### src/rtl/stream_to_udp.sv
// rtl/stream_to_udp.sv - UDP RX: parse/strip the 8-byte UDP header, realign payload, verify checksum
// Optional checksum verification is built when STREAM_TO_UDP_CSUM_CHECK_EN is defined.
`ifndef MAC_INTERFACE_W
`define MAC_INTERFACE_W 256
`endif
`ifndef IP_ADDR_W
`define IP_ADDR_W 32
`endif
`ifndef TOT_LEN_W
`define TOT_LEN_W 16
`endif
`ifndef MAC_PADBYTES_W
`define MAC_PADBYTES_W 5
`endif
`ifndef TRACKER_STATS_W
`define TRACKER_STATS_W 64
`endif

module stream_to_udp #(
  parameter int DATA_WIDTH = `MAC_INTERFACE_W
) (
  input  logic                        clk,
  input  logic                        rst,
  input  logic                        src_stream_to_udp_hdr_val,
  input  logic [`IP_ADDR_W-1:0]       src_stream_to_udp_src_ip,
  input  logic [`IP_ADDR_W-1:0]       src_stream_to_udp_dst_ip,
  input  logic [`TOT_LEN_W-1:0]       src_stream_to_udp_data_len,
  input  logic [`TRACKER_STATS_W-1:0] src_stream_to_udp_timestamp,
  output logic                        stream_to_udp_src_hdr_rdy,
  input  logic                        src_stream_to_udp_data_val,
  output logic                        src_stream_to_udp_data_rdy,
  input  logic [DATA_WIDTH-1:0]       src_stream_to_udp_data,
  input  logic                        src_stream_to_udp_data_last,
  input  logic [`MAC_PADBYTES_W-1:0]  src_stream_to_udp_data_padbytes,
  output logic                        stream_to_udp_dst_hdr_val,
  input  logic                        stream_to_udp_dst_hdr_rdy,
  output logic [`IP_ADDR_W-1:0]       stream_to_udp_dst_src_ip,
  output logic [`IP_ADDR_W-1:0]       stream_to_udp_dst_dst_ip,
  output logic [63:0]                 stream_to_udp_dst_udp_hdr,
  output logic [`TRACKER_STATS_W-1:0] stream_to_udp_dst_timestamp,
  output logic                        stream_to_udp_dst_val,
  input  logic                        stream_to_udp_dst_rdy,
  output logic [DATA_WIDTH-1:0]       stream_to_udp_dst_data,
  output logic                        stream_to_udp_dst_last,
  output logic [`MAC_PADBYTES_W-1:0]  stream_to_udp_dst_padbytes,
  output logic                        stream_to_udp_dst_err
);

  localparam int NB  = DATA_WIDTH / 8;
  localparam int CW  = DATA_WIDTH - 64;
  localparam int TCW = $clog2(2 * NB + 1);
  localparam int PW  = `MAC_PADBYTES_W;

  typedef enum logic [2:0] {IDLE, FIRST, OUT_HDR, DATA, TAIL} state_t;
  state_t state, state_n;

  logic                        run_r;
  logic [`IP_ADDR_W-1:0]       src_ip_r, dst_ip_r;
  logic [`TOT_LEN_W-1:0]       data_len_r;
  logic [`TRACKER_STATS_W-1:0] ts_r;
  logic [63:0]                 udp_hdr_r;
  logic [CW-1:0]               carry_r;
  logic [2*DATA_WIDTH-1:0]     tail_r;
  logic [TCW-1:0]              tail_cnt_r;
  logic                        tail_idx_r;
  logic                        last_seen_r;

  logic [DATA_WIDTH-1:0] in_mask, in_masked;
  logic [TCW-1:0]        pad_ext, first_cnt, data_cnt;
  logic                  tail_two, tail_last;
  logic [PW-1:0]         tail_pad;
  logic                  hdr_acc, in_acc;
  logic                  len_err, csum_err, pkt_err;

  // Pad bytes of the last input beat are zeroed so they never reach the sum or the output.
  assign in_mask   = src_stream_to_udp_data_last ?
                     ({DATA_WIDTH{1'b1}} << {src_stream_to_udp_data_padbytes, 3'b000}) :
                     {DATA_WIDTH{1'b1}};
  assign in_masked = src_stream_to_udp_data & in_mask;

  assign pad_ext   = TCW'(src_stream_to_udp_data_padbytes);
  assign first_cnt = (pad_ext > TCW'(NB - 8)) ? '0 : TCW'(NB - 8) - pad_ext;
  assign data_cnt  = TCW'(2 * NB - 8) - pad_ext;
  assign tail_two  = tail_cnt_r > TCW'(NB);
  assign tail_last = !tail_two || tail_idx_r;
  // beats*NB - T modulo NB; a zero-length tail wraps to 0
  assign tail_pad  = PW'(-tail_cnt_r);

  assign hdr_acc = src_stream_to_udp_hdr_val && stream_to_udp_src_hdr_rdy;
  assign in_acc  = src_stream_to_udp_data_val && src_stream_to_udp_data_rdy;

  assign len_err = (udp_hdr_r[31:16] != data_len_r) || (data_len_r < `TOT_LEN_W'(8));
  assign pkt_err = len_err || csum_err;

  assign stream_to_udp_dst_src_ip    = src_ip_r;
  assign stream_to_udp_dst_dst_ip    = dst_ip_r;
  assign stream_to_udp_dst_udp_hdr   = udp_hdr_r;
  assign stream_to_udp_dst_timestamp = ts_r;

  always_ff @(posedge clk or posedge rst) begin
    if (rst) begin
      state       <= IDLE;
      run_r       <= 1'b0;
      src_ip_r    <= '0;
      dst_ip_r    <= '0;
      data_len_r  <= '0;
      ts_r        <= '0;
      udp_hdr_r   <= '0;
      carry_r     <= '0;
      tail_r      <= '0;
      tail_cnt_r  <= '0;
      tail_idx_r  <= 1'b0;
      last_seen_r <= 1'b0;
    end else begin
      state <= state_n;
      run_r <= 1'b1;
      if (state == IDLE && hdr_acc) begin
        src_ip_r    <= src_stream_to_udp_src_ip;
        dst_ip_r    <= src_stream_to_udp_dst_ip;
        data_len_r  <= src_stream_to_udp_data_len;
        ts_r        <= src_stream_to_udp_timestamp;
        last_seen_r <= 1'b0;
        tail_idx_r  <= 1'b0;
      end
      if (state == FIRST && in_acc) begin
        udp_hdr_r <= in_masked[DATA_WIDTH-1 -: 64];
        carry_r   <= in_masked[CW-1:0];
        if (src_stream_to_udp_data_last) begin
          last_seen_r <= 1'b1;
          tail_r      <= {in_masked[CW-1:0], {(DATA_WIDTH + 64){1'b0}}};
          tail_cnt_r  <= first_cnt;
        end
      end
      if (state == DATA && in_acc) begin
        carry_r <= src_stream_to_udp_data[CW-1:0];
        if (src_stream_to_udp_data_last) begin
          tail_r     <= {carry_r, in_masked, 64'b0};
          tail_cnt_r <= data_cnt;
        end
      end
      if (state == TAIL && stream_to_udp_dst_rdy && !tail_last)
        tail_idx_r <= 1'b1;
    end
  end

  always_comb begin
    state_n                    = state;
    stream_to_udp_src_hdr_rdy  = 1'b0;
    src_stream_to_udp_data_rdy = 1'b0;
    stream_to_udp_dst_hdr_val  = 1'b0;
    stream_to_udp_dst_val      = 1'b0;
    stream_to_udp_dst_data     = '0;
    stream_to_udp_dst_last     = 1'b0;
    stream_to_udp_dst_padbytes = '0;
    stream_to_udp_dst_err      = 1'b0;
    case (state)
      IDLE: begin
        stream_to_udp_src_hdr_rdy = run_r;
        if (src_stream_to_udp_hdr_val && run_r) state_n = FIRST;
      end
      FIRST: begin
        src_stream_to_udp_data_rdy = 1'b1;
        if (src_stream_to_udp_data_val) state_n = OUT_HDR;
      end
      OUT_HDR: begin
        stream_to_udp_dst_hdr_val = 1'b1;
        if (stream_to_udp_dst_hdr_rdy) state_n = last_seen_r ? TAIL : DATA;
      end
      DATA: begin
        // The last input beat only feeds the tail register, so it never waits on the consumer.
        stream_to_udp_dst_val      = src_stream_to_udp_data_val && !src_stream_to_udp_data_last;
        src_stream_to_udp_data_rdy = stream_to_udp_dst_rdy || src_stream_to_udp_data_last;
        stream_to_udp_dst_data     = {carry_r, src_stream_to_udp_data[DATA_WIDTH-1 -: 64]};
        if (src_stream_to_udp_data_val && src_stream_to_udp_data_last) state_n = TAIL;
      end
      TAIL: begin
        stream_to_udp_dst_val      = 1'b1;
        stream_to_udp_dst_data     = tail_idx_r ? tail_r[DATA_WIDTH-1:0] : tail_r[2*DATA_WIDTH-1 -: DATA_WIDTH];
        stream_to_udp_dst_last     = tail_last;
        stream_to_udp_dst_padbytes = tail_last ? tail_pad : '0;
        stream_to_udp_dst_err      = tail_last && pkt_err;
        if (stream_to_udp_dst_rdy && tail_last) state_n = IDLE;
      end
      default: state_n = IDLE;
    endcase
  end

`ifdef STREAM_TO_UDP_CSUM_CHECK_EN
  localparam int SW = 16 + $clog2(NB / 2 + 2);

  logic [15:0]   csum_acc;
  logic [SW-1:0] seed_sum, beat_sum;

  function automatic logic [15:0] fold(input logic [SW-1:0] s);
    logic [16:0] f;
    f = {1'b0, s[15:0]} + 17'(s[SW-1:16]);
    return f[15:0] + {15'b0, f[16]};
  endfunction

  always_comb begin
    seed_sum = SW'(src_stream_to_udp_src_ip[31:16]) + SW'(src_stream_to_udp_src_ip[15:0]) +
               SW'(src_stream_to_udp_dst_ip[31:16]) + SW'(src_stream_to_udp_dst_ip[15:0]) +
               SW'(16'h0011) + SW'(src_stream_to_udp_data_len);
    beat_sum = SW'(csum_acc);
    for (int i = 0; i < NB / 2; i++)
      beat_sum = beat_sum + SW'(in_masked[16*i +: 16]);
  end

  always_ff @(posedge clk or posedge rst) begin
    if (rst)
      csum_acc <= '0;
    else if (state == IDLE && hdr_acc)
      csum_acc <= fold(seed_sum);
    else if ((state == FIRST || state == DATA) && in_acc)
      csum_acc <= fold(beat_sum);
  end

  // A zero checksum field means the sender disabled the checksum.
  assign csum_err = (udp_hdr_r[15:0] != 16'h0000) && (csum_acc != 16'hFFFF);
`else
  assign csum_err = 1'b0;
`endif

endmodule

### config.mk
export PLATFORM = sky130hd
export DESIGN_NAME = stream_to_udp
export DESIGN_NICKNAME = d
export VERILOG_FILES = /design/src/rtl/stream_to_udp.sv
export SDC_FILE = /design/constraint.sdc
export NUM_CORES = 2
export LEC_CHECK = 0
export BUFFER_PORTS_ARGS = -buffer_cell sky130_fd_sc_hd__buf_2
export CAP_MARGIN = 40
export CORE_MARGIN = 5
export CORE_UTILIZATION = 30
export DETAILED_ROUTE_END_ITERATION = 8
export GPL_TIMING_DRIVEN = 0
export RECOVER_POWER = 25
export SLEW_MARGIN = 15
export SYNTH_ARGS = -nofsm -noshare
export SYNTH_HDL_FRONTEND = slang
export SYNTH_SLANG_ARGS = --single-unit
### constraint.sdc
create_clock -name clk -period 34.5 [get_ports clk]
set_clock_uncertainty 0.2 [all_clocks]
set_input_delay 1.725 -clock clk [delete_from_list [all_inputs] [get_ports clk]]
set_output_delay 1.725 -clock clk [all_outputs]
set_load 0.02 [all_outputs]
# Word-level counts from Yosys, hierarchy flattened
# Index checks and enable logic that the tools add are counted.
# op_classes
bitwise	1
mux	34
eq_ne	10
n_shift	1
n_addsub	3
n_lt_le_gt_ge	3
reduce_logical	22
# ops
cell	count
512-bit two-way mux	4
256-bit two-way mux	2
256-bit case mux with 2 select lines	1
192-bit two-way mux	2
256-bit AND	1
256-bit by 8-bit << shifter with 256-bit output (first input constant)	1
7-bit two-way mux	5
3-bit two-way mux	6
16-bit by 4-bit < comparator with 1-bit output (second input constant)	1
16-bit inequality test	1
3-bit case mux with 5 select lines	1
1-bit logical AND	12
5-bit two-way mux	2
1-bit two-way mux	9
7-bit by 6-bit > comparator with 1-bit output (second input constant)	1
6-bit by 5-bit subtractor with 7-bit output (first input constant)	1
3-bit by 2-bit equality test with 1-bit output (second input constant)	2
2-bit by 1-bit inequality test with 1-bit output (second input constant)	3
5-bit by 5-bit subtractor with 6-bit output (first input constant)	1
5-bit > comparator (second input constant)	1
5-bit negator	1
5-bit AND reduction	1
2-bit inequality test (second input constant)	2
1-bit case mux with 2 select lines	2
6 further kinds	11
# word_totals
wordCells	86
in_bits	412
register_bits	925
output_inout_bits	459

# Longest topological paths before layout
# depth
word_depth	7
ltp_mapped	10
ltp_nobuf	8

# Worst setup path before layout
# Ideal clock, no wire load.
# synth_path
kind	input to output
startpoint	input src_stream_to_udp_data_last
endpoint	output stream_to_udp_dst_val
slack_ns	29.713
path_buffers	3
arrival_ns	2.862
path_stages	4
cell_sequence	buf_2 -> buf_2 -> buf_2 -> o31ai_1
# synth_via
elab_chain_len	3
# synth_rtl
element	line	source
start: declaration	33	input logic src_stream_to_udp_data_last,
1-bit logical NOT	171	stream_to_udp_dst_val = src_stream_to_udp_data_val && !src_stream_to_udp_data_last;
1-bit logical AND	171	
1-bit case mux with 2 select lines	156	case (state)
end: declaration	41	output logic stream_to_udp_dst_val,
# Every way passes these cells.

==> summary.md <==
| Metric | Value |
|---|---|
| Status | `finished with violations` |
| Failing checks | `max-capacitance violations, max-slew violations` |
| Clock slew seen by the registers of the worst setup and hold paths | `0.06 ns` |
| Number of endpoints failing setup at the final stage | `0` |
| Summed instance area of the synthesized netlist | `40900 um^2` |
| Number of rows in the core area | `135` |
| Highest attainable clock frequency | `77.4 MHz` |
| Count of max-cap constraint violations | `6` |
| Final weighted congestion of routability-driven global placement | `0.899` |
| Number of distinct library cells after synthesis | `68` |
| Total clock sinks | `925` |
| Crit-path slowest cell | `clkbuf_1` |
| Crit-path leading delay family | `buffers and inverters` |
| Worst max-slew margin expressed relative to the limit | `-2.73` |
| P&R area growth vs syn | `27.1%` |
| Post-route non-filler standard cell count | `6483` |
| Worst slack at placement | `29.19 ns` |
| CP startpoint kind | `input port` |
| Most common flop cell mapped by yosys | `dfrtp_1` |
| Setup CP Type | `in -> async` |
| Biggest fanout along the worst timing path | `roughly 100` |
| Number of synthesized register bits | `925` |
| Total of fill cells in the finished design | `13500` |
| Unrepaired setup endpoints after global routing | `no` |
| CP cell instances | `buf_2 -> clkinvlp_2 -> clkbuf_1 -> clkbuf_1` |
| CP arrival | `12.20 ns` |
| Summed area of non-filler cells in the final layout | `around 52000 um^2` |
| Final Critical Period | `12.93 ns` |
| Buffer depth of the longest clock path | `3` |
| Synthesized Nets | `~4000` |
| Crit path required time | `33.78 ns` |
| GRT Resource Usage Total | `0.272` |
| Number of global-route vias before repair | `roughly 36000` |
| # hold bufs at CTS | `0` |
| Final worst-path cycle share | `0.375` |
| Synthesized area divided by synthesized cell count | `11.6 um^2` |
| Antenna violations before repair | `74` |
| Overall via count from detail_route | `36300` |
| ANT nets after route | `0` |
| Clk root buf | `clkbuf_16` |
| Synthesized netlist cell count | `3533` |
| Worst-margin pin slew | `5.60 ns` |
| Most used cells in the layout excluding fill and tap cells | `buf_2, dfrtp_1, a22o_1` |
| Wire length of the first global-routing pass | `279000 um` |
| Type of destination of the critical path | `asynchronous set/reset pin` |
| Detailed-route wire length per cell | `31.3 um` |
| Final worst-path setup slack | `roughly 22 ns` |
| Total DRC errors in the routed layout | `0` |
| Count of pins on the block boundary | `between 800 and 900` |
| Number of synthesis warnings | `0` |
| Net count reported at finish | `4997` |
| Final routed wirelength across all metal layers | `203000 um` |
| Later-pin clock latency in the skew report | `0.75 ns` |
| Total instance count after detailed placement | `6247` |
| TritonCTS clock tree | `built` |
| Delay of the slowest cell on the worst path | `a little over 4 ns` |
| Post-place instance area | `48500 um^2` |
| Gr ovfl total | `0` |
| Type of the most critical hold path | `reg -> reg` |
| Fraction of power consumed by combinational cells | `0.408` |
| Portion of total power attributed to the clock network | `0.234` |
| Height of the die | `379 um` |
| Critical Path Most Common Cell | `clkbuf_1` |
| Max-slew violation count | `between 500 and 600` |
| Power density relative to cell area | `95.9 nW/um^2` |
| Proportion of register bits with asynchronous set or reset after synthesis | `1.00` |
| Largest net degree at the start of global routing | `110` |
| EDFF count, synth | `0` |
| H-tree depth reported by CTS | `3` |
| Number of hold-slack violations in the final timing report | `0` |
| Switch Pwr | `2.07 mW` |
| Count of cells resized by post-cts repair | `0` |
| Sequential-to-total area share from yosys stat | `0.566` |
| Internal power | `2.92 mW` |
| Proportion of total power due to net switching | `0.415` |
| Area of the core region | `135000 um^2` |
| Via count normalized by instance count | `5.60` |
| Share of post-route cells with drive strength above 1 | `0.306` |
| Post-DP HPWL | `153000 um` |
| Critical path buffers and inverters | `4` |
| Total Die Area | `144000 um^2` |
| IR drop worst, VDD | `0.0000467 V` |
| Total iterations of the first detailed-routing run | `8` |
| Die span in x | `between 300 and 400 um` |
| Total CTS buffers | `107` |
| Most frequent standard cell in the layout excluding fill and tap cells | `buf_2` |
| Static leakage power | `24.3 nW` |
| Starting utilization of the core area | `0.302` |
| Count of buffers inserted at the top-level ports | `869` |
| Iteration-0 DRC count of the detailed router | `3658` |
| Post CTS Setup Buffer Count | `0` |
| Sequential share of power | `0.358` |
[worst register-to-register path, delay by kind of cell (launching register included)]
kind / cells / cell delay, ns
AO/OA/AOI/OAI: 1 / 0.43
buffers and inverters: 3 / 1.17
flip-flops: 1 / 0.42
AND/OR/NAND/NOR: 2 / 1.23
[power groups by stage]
stage,Clock (mW),Combinational [mW],Sequential [mW]
after floorplan,0,1.05,1.86
after global placement,0,1.96,1.78
after detailed placement,0,2.03,1.79
after CTS,1.18,2.04,1.77
after global routing,1.22,2.15,1.83
final,1.17,2.03,1.78
[final cells by class]
cell class,instances,area (um^2),area share
tap,1781,2230,0.0429
antenna,44,110,0.00212
sequential,925,23100,0.445
clock inverter,32,397,0.00763
timing repair buffer,937,5170,0.0994
clock buffer,156,3160,0.0607
buffer,280,1210,0.0232
inverter,21,80.1,0.00154
multi-input combinational,2307,16500,0.317
[cell usage after synthesis (all sizes together), types with 8 or more instances]
cell,count,area [um^2]
a21oi,28,196
a221o,79,791
a221oi,16,140
a222oi,8,80.1
a22o,489,4280
a31oi,73,547
a32oi,24,210
and2,70,438
and3,87,544
buf,138,662
clkbuf,142,533
dfrtp,925,23100
inv,21,78.8
mux2,152,1710
mux2i,256,2560
nand2,396,1490
nand2b,8,50.1
nand3,84,420
nor2,143,562
nor4,11,87.6
o21ai,294,1480
xor2,19,166
[metrics by stage]
step           hold WS [ns]  utilization  setup TNS (ns)  power [mW]
2_1_floorplan         0.238            -               0        2.91
3_3_place_gp          0.254        0.350        -4276.97        3.75
3_5_place_dp          0.255        0.358               0        3.82
4_1_cts               0.267        0.384               0        4.99
5_1_grt               0.295        0.383               0        5.20
6_report              0.270        0.384               0        4.99
[layer usage]
layer	part of all wire	track usage	routed length [um]
met2	0.45	0.418	90600
met5	0.0012	0	237
met1	0.43	0.371	86200
met3	0.093	0.0777	18800
met4	0.034	0.0915	6900
[cell families after synthesis]
logic type	Yosys count	synth area share
and+or+nand+nor	826	0.0937
AOI/OAI and AO/OA	1047	0.199
DFF	925	0.566
adders and majority gates	6	0.00184
buffers and inverters	301	0.0311
muxes	408	0.105
other	1	0.0000917
xor gates and xnor gates	19	0.00407
[final timing paths]
kind / from / endpoint / slack, ns / depth (start not counted)
max: rst / asynchronous set/reset pin / 21.57 / 4
min: flip-flop / flip-flop / 0.27 / 2
max reg2reg: state[0]$_DFFE_PP0P_ / tail_idx_r$_DFFE_PP0P_ / 30.89 / 6
min reg2reg: flip-flop / flip-flop / 0.27 / 2
max in group clk: state[0]$_DFFE_PP0P_ / stream_to_udp_dst_data[249] / 28.55 / 8
min in group asynchronous: rst / stream_to_udp_dst_dst_ip[31]$_DFFE_PP0P_ / 2.03 / 2
No activity file was read; power rests on OpenSTA's default activity.
